[src/rtl/vm_pkg.sv]
// Shared vending-machine definitions: money width, coin values and the
// change dispenser state encoding.
package vm_pkg;

   localparam int MONEY_W = 3;

   localparam logic [MONEY_W-1:0] COIN1 = 3'd1;
   localparam logic [MONEY_W-1:0] COIN2 = 3'd2;

   typedef enum logic [2:0] {
      ST_IDLE     = 3'd0,
      ST_SELECT   = 3'd1,
      ST_WAIT_ACK = 3'd2,
      ST_DONE     = 3'd3,
      ST_FAULT    = 3'd4
   } disp_state_t;

endpackage

[src/rtl/change_dispenser_if.sv]
// Bundle of the vending-stage and hopper signals seen by the change dispenser.
interface change_dispenser_if;
   import vm_pkg::*;

   logic               vend;
   logic [MONEY_W-1:0] change;
   logic               hop2_empty;
   logic               hop1_empty;
   logic               eject_ack;
   logic               eject2;
   logic               eject1;
   logic               busy;
   logic               done;
   logic               fault;
   logic [MONEY_W-1:0] owed;

   modport master (
      output vend, change, hop2_empty, hop1_empty, eject_ack,
      input  eject2, eject1, busy, done, fault, owed
   );

   modport slave (
      input  vend, change, hop2_empty, hop1_empty, eject_ack,
      output eject2, eject1, busy, done, fault, owed
   );

endinterface

[src/rtl/dispense_timer.sv]
// Counts cycles while enabled; expired flags the last allowed cycle so the
// owner can leave on the same edge the limit is reached.
module dispense_timer #(
   parameter int ACK_TIMEOUT = 8
) (
   input  logic clk,
   input  logic rst,
   input  logic clear,
   input  logic enable,
   output logic expired
);

   logic [7:0] cnt_q;
   logic [7:0] cnt_d;

   always_comb begin
      cnt_d = cnt_q;
      if (clear) begin
         cnt_d = '0;
      end else if (enable) begin
         cnt_d = cnt_q + 8'd1;
      end
   end

   always_ff @(posedge clk or negedge rst) begin
      if (!rst) begin
         cnt_q <= '0;
      end else begin
         cnt_q <= cnt_d;
      end
   end

   assign expired = enable && (cnt_q == 8'(ACK_TIMEOUT - 1));

endmodule

[src/rtl/change_dispenser.sv]
// Pays out owed change one coin at a time from a 2-unit and a 1-unit hopper,
// preferring 2-unit coins and faulting on an empty hopper or a missing ack.
module change_dispenser
   import vm_pkg::*;
#(
   parameter int ACK_TIMEOUT = 8
) (
   input  logic                clk,
   input  logic                rst,
   change_dispenser_if.slave   bus
);

   disp_state_t        state_q, state_d;
   logic [MONEY_W-1:0] owed_q, owed_d;
   logic [MONEY_W-1:0] coin_q, coin_d;
   logic               in_wait;
   logic               tmr_expired;

   assign in_wait = (state_q == ST_WAIT_ACK);

   // Counter restarts on every ack and stays at zero outside WAIT_ACK.
   dispense_timer #(.ACK_TIMEOUT(ACK_TIMEOUT)) u_timer (
      .clk     (clk),
      .rst     (rst),
      .clear   (!in_wait || bus.eject_ack),
      .enable  (in_wait),
      .expired (tmr_expired)
   );

   always_comb begin
      state_d = state_q;
      owed_d  = owed_q;
      coin_d  = coin_q;
      unique case (state_q)
         ST_IDLE: begin
            if (bus.vend) begin
               if (bus.change != '0) begin
                  owed_d  = bus.change;
                  state_d = ST_SELECT;
               end else begin
                  state_d = ST_DONE;
               end
            end
         end
         ST_SELECT: begin
            // A 2-unit coin is only chosen when it cannot overpay.
            if (owed_q == '0) begin
               state_d = ST_DONE;
            end else if (owed_q >= COIN2 && !bus.hop2_empty) begin
               coin_d  = COIN2;
               state_d = ST_WAIT_ACK;
            end else if (!bus.hop1_empty) begin
               coin_d  = COIN1;
               state_d = ST_WAIT_ACK;
            end else begin
               state_d = ST_FAULT;
            end
         end
         ST_WAIT_ACK: begin
            if (bus.eject_ack) begin
               owed_d  = owed_q - coin_q;
               state_d = ST_SELECT;
            end else if (tmr_expired) begin
               state_d = ST_FAULT;
            end
         end
         ST_DONE:  state_d = ST_IDLE;
         ST_FAULT: state_d = ST_FAULT;
         default:  state_d = ST_IDLE;
      endcase
   end

   always_ff @(posedge clk or negedge rst) begin
      if (!rst) begin
         state_q <= ST_IDLE;
         owed_q  <= '0;
         coin_q  <= '0;
      end else begin
         state_q <= state_d;
         owed_q  <= owed_d;
         coin_q  <= coin_d;
      end
   end

   assign bus.eject2 = in_wait && (coin_q == COIN2);
   assign bus.eject1 = in_wait && (coin_q == COIN1);
   assign bus.busy   = (state_q != ST_IDLE);
   assign bus.done   = (state_q == ST_DONE);
   assign bus.fault  = (state_q == ST_FAULT);
   assign bus.owed   = owed_q;

endmodule

[src/flat_wrapper.sv]
// flat-port wrapper written by rule: the top's interface ports become plain ports
module change_dispenser_flat import vm_pkg::*;
#(
   parameter int ACK_TIMEOUT = 8
)
  (clk, rst, bus_vend, bus_change, bus_hop2_empty, bus_hop1_empty, bus_eject_ack, bus_eject2, bus_eject1, bus_busy, bus_done, bus_fault, bus_owed);
  change_dispenser_if bus_i ();
  input  logic clk;
  input  logic rst;
  input wire logic [$bits(bus_i.vend)-1:0] bus_vend;
  input wire logic [$bits(bus_i.change)-1:0] bus_change;
  input wire logic [$bits(bus_i.hop2_empty)-1:0] bus_hop2_empty;
  input wire logic [$bits(bus_i.hop1_empty)-1:0] bus_hop1_empty;
  input wire logic [$bits(bus_i.eject_ack)-1:0] bus_eject_ack;
  output wire logic [$bits(bus_i.eject2)-1:0] bus_eject2;
  output wire logic [$bits(bus_i.eject1)-1:0] bus_eject1;
  output wire logic [$bits(bus_i.busy)-1:0] bus_busy;
  output wire logic [$bits(bus_i.done)-1:0] bus_done;
  output wire logic [$bits(bus_i.fault)-1:0] bus_fault;
  output wire logic [$bits(bus_i.owed)-1:0] bus_owed;
  assign bus_i.vend = bus_vend;
  assign bus_i.change = bus_change;
  assign bus_i.hop2_empty = bus_hop2_empty;
  assign bus_i.hop1_empty = bus_hop1_empty;
  assign bus_i.eject_ack = bus_eject_ack;
  assign bus_eject2 = bus_i.eject2;
  assign bus_eject1 = bus_i.eject1;
  assign bus_busy = bus_i.busy;
  assign bus_done = bus_i.done;
  assign bus_fault = bus_i.fault;
  assign bus_owed = bus_i.owed;
  change_dispenser #(.ACK_TIMEOUT(ACK_TIMEOUT)) u_core (.clk(clk), .rst(rst), .bus(bus_i));
endmodule
[config.mk]
export PLATFORM = sky130hd
export DESIGN_NAME = change_dispenser_flat
export DESIGN_NICKNAME = d
export VERILOG_FILES = /design/src/rtl/vm_pkg.sv /design/src/rtl/change_dispenser_if.sv /design/src/rtl/dispense_timer.sv /design/src/rtl/change_dispenser.sv /design/src/flat_wrapper.sv
export SDC_FILE = /design/constraint.sdc
export NUM_CORES = 1
export LEC_CHECK = 0
export ABC_AREA = 1
export BUFFER_PORTS_ARGS = -buffer_cell sky130_fd_sc_hd__buf_2
export CELL_PAD_IN_SITES_DETAIL_PLACEMENT = 0
export CELL_PAD_IN_SITES_GLOBAL_PLACEMENT = 2
export CORE_ASPECT_RATIO = 0.6
export CORE_MARGIN = 2
export CORE_UTILIZATION = 32
export DETAILED_ROUTE_END_ITERATION = 8
export PLACE_DENSITY_LB_ADDON = 0.1
export SYNTH_ARGS = -nofsm -noshare
export SYNTH_HDL_FRONTEND = slang
export SYNTH_SLANG_ARGS = --single-unit
[constraint.sdc]
create_clock -name clk -period 3.48 [get_ports clk]
set_clock_uncertainty 0.2 [all_clocks]
set_input_delay 0.522 -clock clk [delete_from_list [all_inputs] [get_ports clk]]
set_output_delay 0.522 -clock clk [all_outputs]
set_load 0.1 [all_outputs]
==> metrics.md <==
| Metric | Value |
|---|---|
| Status | `complete, no violations` |
| Clock Latency Late Sink | `roughly 0.25 ns` |
| Nature of the critical path endpoint | `output port` |
| Avg Inst Size Synth | `around 7.3 sq um` |
| Chip Height | `46.0 um` |
| Final TNS setup | `0 ns` |
| Die W | `about 74 um` |
| CP max-delay cell | `buf_2` |
| DP Area | `roughly 1100 sq um` |
| DR pass1 iterations | `4` |
| Final instance area | `about 1100 sq um` |
| # hold bufs at CTS | `1` |
| Iteration-0 DRC count of the detailed router | `approximately 50` |
| Synth unique cells | `21` |
| Row count | `15` |
| GPL Wtd Cong | `approximately 0.75` |
| GR peak layer | `met1` |
| Core area | `around 2800 sq um` |
| FF+latch count, synth | `16` |
| Post-synth EDFFs | `0` |
| GR Util met1 | `0.249` |
| Combinational power share | `0.570` |
| Post-DP HPWL | `approximately 1700 um` |
| CTS buffer count | `3` |
| Starting Density | `0.332` |
| GR Util met3 | `0.0531` |
| CTS Sinks | `16` |
| Critical path, cell by cell | `nor2_4 -> nand2_1 -> nor3_2 -> buf_2` |
| Grt ovf | `0` |
| Fill count | `about 310` |
| Final net count | `163` |
| Max VDD drop | `between 0.0005 and 0.0006 V` |
| Highest net fanout along the worst path | `8` |
| Area leader, netlist | `dfrtp_1` |
| DR vias | `between 800 and 900` |
| Top area cells in the synthesized netlist | `dfrtp_1, nand2_1, nor2_1` |
| Top Family by Delay on Critical Path | `simple AND/OR/NAND/NOR gates` |
| Inst Count DP | `187` |
| RSZ-0062 raised after global routing | `false` |
| Number of port buffers | `16` |
| Buf+Inv Stages, Crit Path | `1` |
| Static Leak | `roughly 0.62 nW` |
| Crit Path Category | `register to output port` |
| Die ar. | `~3400 sq um` |
| Clock period minus final worst setup slack | `around 2.4 ns` |
| CP Data Required Time | `2.76 ns` |
| Drt total wl | `~2100 um` |
| Post-synth top cells | `nand2_1, nor2_1, inv_1, dfrtp_1, nand3_1` |
| Total power | `about 1.0 mW` |
| Vias per cell | `between 4 and 5` |
| Synth top area share | `0.426` |
| PwrDens | `between 900 and 1000 nW/um^2` |
| Syn Inst Count | `approximately 130` |
| H-tree Lvls | `1` |
| Slew @ Worst Pin | `~0.5 ns` |
| Final Hold Viols | `0` |
| # IOs | `17` |
| MaxCap Viol Count | `0` |
| Yosys warnings | `0` |
| Post-CTS Setup Repair Bufs | `0` |
| Worst-path clk slew | `about 0.06 ns` |
| Area delta synth->final | `21.6%` |
| Top-count cell post-synth | `nand2_1` |
| Initial antenna violation count | `0` |
| Synth Cell Area | `between 900 and 1000 sq um` |
| Async SR Flop Fraction | `1.00` |
| Crit start category | `register` |
| Setup violators final | `0` |
| Fin cells | `around 190` |
| Antenna Cells | `0` |
| Post_cts resized | `0` |
| Arrival time worst endpoint | `approximately 1.6 ns` |
| Switch share | `0.554` |
| Min setup slack post-route | `between 1 and 1.5 ns` |
| Clock root cell | `clkbuf_8` |
| P_sw | `approximately 570 uW` |
| Max Clk Rate | `423 MHz` |
| Final ANT Viol Nets | `0` |
| Synth Flop Type | `dfrtp_1` |
| Sequential Power Share | `0.272` |
| Slew headroom | `0.678` |
| CTS tree | `done` |
| Routed len/inst | `approximately 11 um` |
| GRT Util Overall | `0.151` |
| Fin util | `0.403` |
| Post-place setup slack | `roughly 1.4 ns` |
| Crit path largest cell delay | `0.44 ns` |
| First-pass GRT wire length | `around 3600 um` |
| Vias in the first global route | `around 750` |
| Drt drc | `0` |
| Layout cells sized above 1 | `0.193` |
| Pint | `roughly 460 uW` |
| Post-synthesis sequential area ratio | `0.426` |
| Hold Crit Class | `register to register` |
| Net count after synthesis | `141` |
| Period utilisation layout | `0.680` |
| Largest net degree at the start of global routing | `17` |
| CTS max path bufs | `2` |
| Clock network power share | `0.158` |
| Slew Viols, Final | `0` |
| Met2 Use GR | `0.175` |
| Final hold slack | `0.264 ns` |
## cell families (layout without fill, tap and decap cells)
| group | Yosys count | in the layout | share of synthesized area |
|---|---|---|---|
| fa+ha+maj | 3 | 3 | 0.0479 |
| flops | 16 | 16 | 0.426 |
| compound gates | 16 | 16 | 0.0959 |
| buf+inv | 20 | 41 | 0.0799 |
| simple gates | 73 | 73 | 0.341 |
| xor+xnor | 1 | 1 | 0.00932 |
## worst register-to-register path, stage by stage, from the launching register on
cell	delay (ns)
dfrtp_1	0.38
inv_1	0.07
ha_1	0.21
fa_1	0.40
xor2_1	0.20
nand2_1	0.07
nand2_1	0.06
nand3_1	0.10
nand2_1	0.09
## flip-flops by register name, indices dropped and copies added (netlist names)
signal,cells
u_core.u_timer.cnt_q,8
u_core.state_q,3
u_core.coin_q,2
u_core.bus.owed,3
## placed cells by master, fill, tap and decap left out, drive strengths merged
cell / instances
nand2: 34
nor2: 21
inv: 20
buf: 16
dfrtp: 16
nand3: 11
o21ai: 9
a21oi: 5
nor3: 5
clkbuf: 4
ha: 2
a31oi: 1
nand3b: 1
xor2: 1
nand4: 1
a22oi: 1
fa: 1
dlygate4sd3: 1
## final cells by class
class                           instances  area, sq um  area share
Clock buffer                            4         55.1      0.0482
Inverter                               20         75.1      0.0657
Multi-Input combinational cell         93          469       0.411
Sequential cell                        16          400       0.350
Tap cell                               42         52.6      0.0460
Timing Repair Buffer                   17         90.1      0.0789
## per-layer routing
layer / part of all wire / routed length [um]
met1: 0.60 / 1260
met5: 0 / 0
met2: 0.33 / 691
met3: 0.067 / 141
met4: 0.0038 / 8
## power groups by stage
stage / registers, mW / logic, mW / clock network, mW
after floorplan: 0.397 / 0.360 / 0
after CTS: 0.281 / 0.590 / 0.167
after detailed placement: 0.285 / 0.587 / 0
after global routing: 0.290 / 0.655 / 0.179
final: 0.281 / 0.590 / 0.163
after global placement: 0.283 / 0.589 / 0
## final timing paths
| path | from | endpoint | slack (ns) | cells past startpoint |
|---|---|---|---|---|
| worst max-delay path | u_core.state_q[2] | bus_eject1 | 1.11 | 4 |
| worst min-delay path | u_core.u_timer.cnt_q[0] | u_core.u_timer.cnt_q[0] | 0.26 | 1 |
| worst max register to register | u_core.bus.owed[0] | u_core.bus.owed[2] | 1.63 | 8 |
| worst min register to register | u_core.u_timer.cnt_q[0] | u_core.u_timer.cnt_q[0] | 0.26 | 1 |
| max in group asynchronous | rst | u_core.u_timer.cnt_q[1] | 2.30 | 2 |
| min in group asynchronous | rst | u_core.u_timer.cnt_q[6] | 0.51 | 2 |
Power figures use the tool's default switching activity.
